$ cat src/rtl/vote_result_tx_if.sv
// Signal bundle between the result-mode controller and the UART result transmitter.
// The controller side owns the request and tallies; the transmitter owns the line and status.
interface vote_result_tx_if;
  logic       mode;
  logic       send_req;
  logic [7:0] cand1_vote_recvd;
  logic [7:0] cand2_vote_recvd;
  logic [7:0] cand3_vote_recvd;
  logic [7:0] cand4_vote_recvd;
  logic       tx;
  logic       busy;
  logic       done;

  modport master (
    output mode, send_req,
    output cand1_vote_recvd, cand2_vote_recvd, cand3_vote_recvd, cand4_vote_recvd,
    input  tx, busy, done
  );

  modport slave (
    input  mode, send_req,
    input  cand1_vote_recvd, cand2_vote_recvd, cand3_vote_recvd, cand4_vote_recvd,
    output tx, busy, done
  );
endinterface

$ cat src/rtl/vote_result_tx.sv
// UART transmitter that ships a 6-byte result packet: header, four tallies, XOR checksum.
// Frames are 8N1, LSB first, back to back with no inter-byte gap; all outputs registered.
module vote_result_tx #(
  parameter int         CLKS_PER_BIT = 868,
  parameter logic [7:0] HEADER       = 8'hA5
) (
  input logic              clock,
  input logic              reset,
  vote_result_tx_if.slave  bus
);

  localparam int                BAUD_W    = (CLKS_PER_BIT > 1) ? $clog2(CLKS_PER_BIT) : 1;
  localparam logic [BAUD_W-1:0] BAUD_LAST = BAUD_W'(CLKS_PER_BIT - 1);

  typedef enum logic [2:0] {IDLE, START, DATA, STOP, DONE} state_t;

  state_t            state_q, state_d;
  logic [BAUD_W-1:0] baud_q, baud_d, baud_next;
  logic [2:0]        bit_q, bit_d;
  logic [2:0]        idx_q, idx_d;
  logic              tx_q, tx_d;
  logic              busy_q, busy_d;
  logic              done_q, done_d;
  logic              load;
  logic              baud_wrap;
  logic [7:0]        snap1, snap2, snap3, snap4;
  logic [7:0]        checksum;
  logic [7:0]        cur_byte;

  assign checksum  = snap1 ^ snap2 ^ snap3 ^ snap4;
  assign baud_wrap = (baud_q == BAUD_LAST);
  assign baud_next = baud_wrap ? '0 : baud_q + BAUD_W'(1);

  // Next-state logic for the frame sequencer.
  always_comb begin
    // NOTE: every variable gets a default first so no path leaves it unassigned (no latches).
    state_d = state_q;
    baud_d  = baud_q;
    bit_d   = bit_q;
    idx_d   = idx_q;
    load    = 1'b0;
    case (state_q)
      IDLE: begin
        baud_d = '0;
        bit_d  = '0;
        idx_d  = '0;
        if (bus.send_req && bus.mode) begin
          state_d = START;
          load    = 1'b1;
        end
      end
      START: begin
        baud_d = baud_next;
        if (baud_wrap) state_d = DATA;
      end
      DATA: begin
        baud_d = baud_next;
        if (baud_wrap) begin
          if (bit_q == 3'd7) begin
            state_d = STOP;
            bit_d   = '0;
          end else begin
            bit_d = bit_q + 3'd1;
          end
        end
      end
      STOP: begin
        baud_d = baud_next;
        if (baud_wrap) begin
          if (idx_q == 3'd5) begin
            state_d = DONE;
          end else begin
            state_d = START;
            idx_d   = idx_q + 3'd1;
          end
        end
      end
      DONE: begin
        state_d = IDLE;
        idx_d   = '0;
      end
      default: state_d = IDLE;
    endcase
  end

  // Outputs are decoded from the next state so they land in flops with the state itself.
  always_comb begin
    cur_byte = checksum;
    case (idx_d)
      3'd0:    cur_byte = HEADER;
      3'd1:    cur_byte = snap1;
      3'd2:    cur_byte = snap2;
      3'd3:    cur_byte = snap3;
      3'd4:    cur_byte = snap4;
      default: cur_byte = checksum;
    endcase
    tx_d   = 1'b1;
    busy_d = 1'b0;
    done_d = 1'b0;
    case (state_d)
      START:   begin tx_d = 1'b0;            busy_d = 1'b1; end
      DATA:    begin tx_d = cur_byte[bit_d]; busy_d = 1'b1; end
      STOP:    busy_d = 1'b1;
      DONE:    done_d = 1'b1;
      default: ;
    endcase
  end

  always_ff @(posedge clock) begin
    if (reset) begin
      state_q <= IDLE;
      baud_q  <= '0;
      bit_q   <= '0;
      idx_q   <= '0;
      tx_q    <= 1'b1;
      busy_q  <= 1'b0;
      done_q  <= 1'b0;
    end else begin
      state_q <= state_d;
      baud_q  <= baud_d;
      bit_q   <= bit_d;
      idx_q   <= idx_d;
      tx_q    <= tx_d;
      busy_q  <= busy_d;
      done_q  <= done_d;
    end
  end

  // NOTE: snapshot registers carry no reset; they are always loaded before being read.
  always_ff @(posedge clock) begin
    if (load) begin
      snap1 <= bus.cand1_vote_recvd;
      snap2 <= bus.cand2_vote_recvd;
      snap3 <= bus.cand3_vote_recvd;
      snap4 <= bus.cand4_vote_recvd;
    end
  end

  assign bus.tx   = tx_q;
  assign bus.busy = busy_q;
  assign bus.done = done_q;

endmodule

$ cat src/flat_wrapper.sv
// flat-port wrapper written by rule: the top's interface ports become plain ports
module vote_result_tx_flat 
#(
  parameter int         CLKS_PER_BIT = 868,
  parameter logic [7:0] HEADER       = 8'hA5
)
  (clock, reset, bus_mode, bus_send_req, bus_cand1_vote_recvd, bus_cand2_vote_recvd, bus_cand3_vote_recvd, bus_cand4_vote_recvd, bus_tx, bus_busy, bus_done);
  vote_result_tx_if bus_i ();
  input logic clock;
  input logic reset;
  input wire logic [$bits(bus_i.mode)-1:0] bus_mode;
  input wire logic [$bits(bus_i.send_req)-1:0] bus_send_req;
  input wire logic [$bits(bus_i.cand1_vote_recvd)-1:0] bus_cand1_vote_recvd;
  input wire logic [$bits(bus_i.cand2_vote_recvd)-1:0] bus_cand2_vote_recvd;
  input wire logic [$bits(bus_i.cand3_vote_recvd)-1:0] bus_cand3_vote_recvd;
  input wire logic [$bits(bus_i.cand4_vote_recvd)-1:0] bus_cand4_vote_recvd;
  output wire logic [$bits(bus_i.tx)-1:0] bus_tx;
  output wire logic [$bits(bus_i.busy)-1:0] bus_busy;
  output wire logic [$bits(bus_i.done)-1:0] bus_done;
  assign bus_i.mode = bus_mode;
  assign bus_i.send_req = bus_send_req;
  assign bus_i.cand1_vote_recvd = bus_cand1_vote_recvd;
  assign bus_i.cand2_vote_recvd = bus_cand2_vote_recvd;
  assign bus_i.cand3_vote_recvd = bus_cand3_vote_recvd;
  assign bus_i.cand4_vote_recvd = bus_cand4_vote_recvd;
  assign bus_tx = bus_i.tx;
  assign bus_busy = bus_i.busy;
  assign bus_done = bus_i.done;
  vote_result_tx #(.CLKS_PER_BIT(CLKS_PER_BIT), .HEADER(HEADER)) u_core (.clock(clock), .reset(reset), .bus(bus_i));
endmodule
$ cat config.mk
export PLATFORM = sky130hd
export DESIGN_NAME = vote_result_tx_flat
export DESIGN_NICKNAME = d
export VERILOG_FILES = /design/src/rtl/vote_result_tx_if.sv /design/src/rtl/vote_result_tx.sv /design/src/flat_wrapper.sv
export SDC_FILE = /design/constraint.sdc
export NUM_CORES = 1
export LEC_CHECK = 0
export CORE_MARGIN = 1.5
export CORE_UTILIZATION = 38
export DETAILED_ROUTE_END_ITERATION = 8
export SETUP_SLACK_MARGIN = 0.4
export SLEW_MARGIN = 20
export SYNTH_ARGS = -nofsm -noshare
export SYNTH_HDL_FRONTEND = slang
export SYNTH_SLANG_ARGS = --single-unit
$ cat constraint.sdc
create_clock -name clock -period 5.7 [get_ports clock]
set_input_delay 1.14 -clock clock [delete_from_list [all_inputs] [get_ports clock]]
set_output_delay 1.14 -clock clock [all_outputs]
set_load 0.01 [all_outputs]
== Word level (Yosys, flattened, before mapping) ==
Index checks and enable logic that the tools add are counted.

* Bits of input ports: 36
* Register bits: 54
* Logic and storage cells: 63
* Output and inout bits: 3

* $add $sub $neg: 3
* Bitwise logic cells: 3
* Reductions and logical operators: 7
* Order comparisons: 1
* Multiplexer cells: 23
* Equality and inequality tests: 15

{| class="wikitable"
|+ Operator list
! kind !! count
|-
| $pmux 8 s5 || 1
|-
| $mux 3 || 10
|-
| $xor 8x8->8 || 3
|-
| $pmux 10 s2 || 1
|-
| $eq 3x2->1 const B || 6
|-
| $eq 3x3->1 const B || 5
|-
| $pmux 3 s2 || 2
|-
| $pmux 3 s4 || 1
|-
| $add 10x1->10 const B || 1
|-
| $eq 10x10->1 const B || 1
|-
| $mux 10 || 1
|-
| $eq 3x1->1 const B || 3
|-
| $add 3x1->3 const B || 2
|-
| $logic_not 3->1 || 2
|-
| $reduce_or 3->1 || 2
|-
| $mux 1 || 5
|-
| $lt 3x4->1 const B || 1
|-
| $bmux 1 s3 || 1
|-
| $pmux 1 s2 || 1
|-
| $reduce_bool 2->1 || 1
|-
| $reduce_or 2->1 || 1
|-
| $logic_and 1x1->1 || 1
|}

== Logic depth before layout (Yosys ltp) ==
* Word-level depth: 9
* Gate-level depth with buffers: 13
* Gate-level depth less buffers: 11

== Worst setup path before layout ==
OpenSTA, ideal clock, no wires.

* Kind: input to register
* Start point: in bus_send_req
* End point: reg u_core.busy_q, in the netlist u_core.bus.busy
* Arrival time: 3.928 ns
* Slack: 1.714 ns
* Stages: 5
* Data required time: 5.642 ns
* Path buffers: 0
* Library setup time: 0.058 ns
* Cells stage by stage: nand2_1 > nor3_1 > nor2_1 > nor2_1 > o21a_1

* Longest elaborated chain between the ends: 6
* Elaborated cells on any way between the ends: 8
* Classes of those cells: 3 x eq/ne; 3 x mux; 2 x reduce/logical

{| class="wikitable"
|+ RTL lines
! item !! RTL line !! source
|-
| from (decl) || flat_wrapper.sv:12 || <nowiki>input wire logic [$bits(bus_i.send_req)-1:0] bus_send_req;</nowiki>
|-
| $logic_and 1x1->1 (*) || vote_result_tx.sv:47 || <nowiki>if (bus.send_req && bus.mode) begin</nowiki>
|-
| $mux 3 (*) || vote_result_tx.sv:47 ||
|-
| $pmux 3 s4 (*) || vote_result_tx.sv:42 || <nowiki>case (state_q)</nowiki>
|-
| $eq 3x1->1 or $eq 3x2->1 (tied branches) || vote_result_tx.sv:100 || <nowiki>case (state_d)</nowiki>
|-
| $reduce_or 3->1 (no source line) (*) || n/a ||
|-
| $mux 1 (*) || vote_result_tx.sv:100 ||
|-
| to (signal assigned) || vote_result_tx.sv:124 || <nowiki>busy_q <= busy_d;</nowiki>
|-
| to (decl) || vote_result_tx.sv:22 || <nowiki>logic busy_q, busy_d;</nowiki>
|}

Every way passes the cells marked *; elsewhere a longest branch is shown, timed or not.
A chain may end at the register's enable or synchronous reset.

== Final worst setup path ==
* Start point: reg u_core.idx_q[0]
* End point: reg u_core.tx_q, in the netlist u_core.bus.tx

* Longest elaborated chain between the ends: 9
* Elaborated cells on any way between the ends: 19
* Classes of those cells: 1 x add/sub; 7 x eq/ne; 10 x mux; 1 x reduce/logical

{| class="wikitable"
|+ RTL lines
! item !! RTL line !! source
|-
| from (decl) || vote_result_tx.sv:20 || <nowiki>logic [2:0] idx_q, idx_d;</nowiki>
|-
| from (signal assigned) || vote_result_tx.sv:122 || <nowiki>idx_q <= idx_d;</nowiki>
|-
| $add 3x1->3 or $eq 3x3->1 (tied branches) || vote_result_tx.sv:74, vote_result_tx.sv:70 ||
|-
| $mux 3 || vote_result_tx.sv:70 || <nowiki>if (idx_q == 3'd5) begin</nowiki>
|-
| $mux 3 || vote_result_tx.sv:69 || <nowiki>if (baud_wrap) begin</nowiki>
|-
| $pmux 3 s2 || vote_result_tx.sv:42 ||
|-
| $eq 3x3->1, or another cell as far along || vote_result_tx.sv:89 || <nowiki>case (idx_d)</nowiki>
|-
| $pmux 8 s5 || vote_result_tx.sv:89 ||
|-
| $bmux 1 s3 || vote_result_tx.sv:102 || <nowiki>DATA: begin tx_d = cur_byte[bit_d]; busy_d = 1'b1; end</nowiki>
|-
| $mux 1 (not written as such) || vote_result_tx.sv:102 ||
|-
| $pmux 1 s2 (*) || vote_result_tx.sv:100 ||
|-
| to (signal assigned) || vote_result_tx.sv:123 || <nowiki>tx_q <= tx_d;</nowiki>
|-
| to (decl) || vote_result_tx.sv:21 || <nowiki>logic tx_q, tx_d;</nowiki>
|}

Every way passes the cells marked *; elsewhere a longest branch is shown, timed or not. The select of a mux whose other input is x is not followed.

==> summary.txt <==
Status
  • Outcome: finished clean

Global route
  • Total GRT Usage: 0.160
  • Met1 global-route usage: 0.206
  • First-pass GRT wire length: 10800 um
  • Grt peak-use layer: met2
  • GRT overflow: 0
  • Initial antenna violation count: 0
  • M3 GR Usage: 0.0435
  • Met2 Track Usage GR: 0.266
  • Vias in the first global route: 2226
  • Largest net degree at the start of global routing: 30

Final layout
  • Nets: 373
  • Finished Cell Area: 3600 um2
  • Area Overhead vs Synth: 17.9%
  • # diodes: 0
  • Layout cells sized above 1: 0.0901
  • Final Core Density: 0.463

Die
  • Placement Rows: 32
  • Die height: 92.6 um
  • Die W: 92.6 um
  • Initial core utilization: 0.393
  • Core ar.: 7770 um2
  • Die ar.: 8580 um2
  • Boundary Pins: 39

Timing
  • TNS Setup: 0 ns
  • Fin. max-slew vios: 0
  • Achievable clock frequency: 317 MHz
  • Hold slack: 0.512 ns
  • Worst slew pin tran: 0.943 ns
  • Period utilization: 0.554
  • Worst Skew: 0.00758 ns
  • Minimum clock period: 3.16 ns
  • RSZ-0062 raised after global routing: false
  • Final setup violation count: 0
  • Hold Violations, Final: 0
  • Relative slew margins: 0.366
  • Final WS setup: 2.54 ns

Clock tree
  • Cts repair resizes: 0
  • Clk Latency, worst-skew pair: 0.32 ns
  • Sinks on the clock net: 54
  • H-tree depth: 2
  • CTS buffer count: 5
  • Clock slew at reported path FFs: 0.10 ns
  • Maximum root-to-sink buffer count: 2
  • Cts hold-fix bufs: 0
  • TritonCTS clock tree: done
  • Root Driver: clkbuf_8
  • Setup bufs post-CTS: 0

Setup path
  • WP data required: 5.90 ns
  • Crit path kind: reg2reg
  • WP data arrival: 3.36 ns
  • Crit-path max FO: 12
  • CP endpoint kind: register
  • Startpoint types: register

Logic synthesis
  • Yosys Warn Count: 0
  • Synth top cells by count: 32 x edfxtp_1, 32 x nor2_1, 22 x dfxtp_1, 19 x a21oi_1, 18 x nand2_1
  • Synthesized cell area: 3050 um2
  • Area leader, netlist: edfxtp_1
  • Synth top area share: 0.315
  • Syn_nets: 343
  • Asr flop ratio synth: 0
  • Register bit total from synthesis: 54
  • Cells after Synth: 302
  • Syn avg cell area: 10.1 um2
  • Post-synthesis cell type count: 67
  • Ys flop type: edfxtp_1
  • Seq/Total Area, Yosys: 0.459
  • Post-synth EDFFs: 32
  • Top cells by area, synth: edfxtp_1 31%, dfxtp_1 14%, xnor2_1 4.9%

Route
  • Iteration count of the initial detailed-routing pass: 4
  • DR iter-0 viols: 155
  • DR DRC count: 0
  • Vias/cell: 5.54
  • Vias: 2410
  • Drt wl/cell: 14.6 um
  • Wirelength, routed: 6370 um
  • ANT nets after route: 0

Power
  • Clock power frac: 0.345
  • Max VDD drop: 0.128 mV
  • Share of power burned in registers: 0.562
  • P_leak: 0.00123 uW
  • Total internal power: 603 uW
  • Logic pwr share: 0.093
  • Switching power total: 176 uW
  • Sw frac: 0.226
  • PwrDens: 217 nW/um2

Placement
  • HPWL Detailed: 4570 um
  • Placed cell area: 3480 um2
  • RePlAce Congestion: 0.846
  • Port Buffers: 38
  • Setup WS pre-CTS: 2.61 ns

Flow run
  • Max_cap viols: 0

Hold path
  • Hold WC Path Type: reg2reg
power by group through the flow:
stage | clock, uW | combinational [uW] | sequential, uW
3_3_place_gp | 0 | 72.7 | 447
5_1_grt | 295 | 79.3 | 440
2_1_floorplan | 0 | 39.3 | 444
4_1_cts | 279 | 73.8 | 438
6_report | 269 | 72.8 | 438
3_5_place_dp | 0 | 73.6 | 447
critical path, cell delays in order, from the launching register on:
cell and delay [ns]:
dfxtp_1 0.45, ha_1 0.28, nand2_1 0.19, nand2_1 0.18, o211a_1 0.30, nor2_1 0.62
a21oi_1 0.18, xnor2_1 0.17, o21ai_1 0.08, a2111oi_0 0.45, o22ai_1 0.15
stage by stage:
| step | power [uW] | cells |
|---|---|---|
| floorplan | 484 | 302 |
| global placement | 520 | 427 |
| detailed placement | 521 | 427 |
| CTS | 791 | 435 |
| global route | 815 | 435 |
| finish | 779 | 435 |
registers in the layout, summed over array words and instances, names as in the netlist:
name and flops:
u_core.baud_q 10, u_core.bit_q 3, u_core.bus.busy 1, u_core.bus.done 1, u_core.bus.tx 1, u_core.idx_q 3, u_core.snap1 8, u_core.snap2 8
u_core.snap3 8, u_core.snap4 8, u_core.state_q 3
logic make-up after synthesis:
group	Yosys count	share of synthesized area
flip-flops	54	0.459
buffers and inverters	18	0.0328
AO/OA/AOI/OAI	88	0.211
multiplexers	3	0.0103
adder cells (fa/ha/maj)	5	0.0205
XOR/XNOR	25	0.0718
AND/OR/NAND/NOR	109	0.195
routing by layer:
| layer | up-vias | wire length, um | part of all wire |
|---|---|---|---|
| met5 | - | 0 | 0 |
| met4 | 0 | 65 | 0.010 |
| met3 | 5 | 292 | 0.046 |
| met2 | 49 | 3010 | 0.47 |
| met1 | 1161 | 3000 | 0.47 |
| li1 | 1195 | - | - |
area by class of cell:
type,instances,area (um2)
Multi-Input combinational cell,230,1560
Clock buffer,5,68.8
Clock inverter,3,48.8
Timing Repair Buffer,39,388
Sequential cell,54,1400
Inverter,2,7.51
Tap cell,102,128
Fill cell,755,4170
final timing paths:
check                    from          endpoint  slack (ns)  depth (start not counted)
min reg2reg  u_core.baud_q[9]  u_core.baud_q[9]        0.51                          2
max           u_core.idx_q[0]     u_core.bus.tx        2.54                         10
max reg2reg   u_core.idx_q[0]     u_core.bus.tx        2.54                         10
min          u_core.baud_q[9]  u_core.baud_q[9]        0.51                          2
cells in the final DEF, fill, tap and decap left out, drive strengths merged, types with 2 or more instances in the layout:
cell type      count
mux2i              2
inv                3
and3               8
edfxtp            32
nand4              2
nor3              10
nand3b             6
a21o               2
a31oi              3
a21oi             20
nand2             18
a311oi             2
xnor2             17
or3                5
nor4               4
xor2               8
ha                 5
o211ai             3
o21ai             20
clkdlybuf4s50     38
o21a               3
clkbuf             5
nor2              34
a22o               6
a211oi             3
dfxtp             22
and4b              4
a221oi             3
a31o               3
nor2b              2
nand3              8
or2                5
a32oi              2
a22oi              6
No activity file was read; power rests on OpenSTA's default activity.
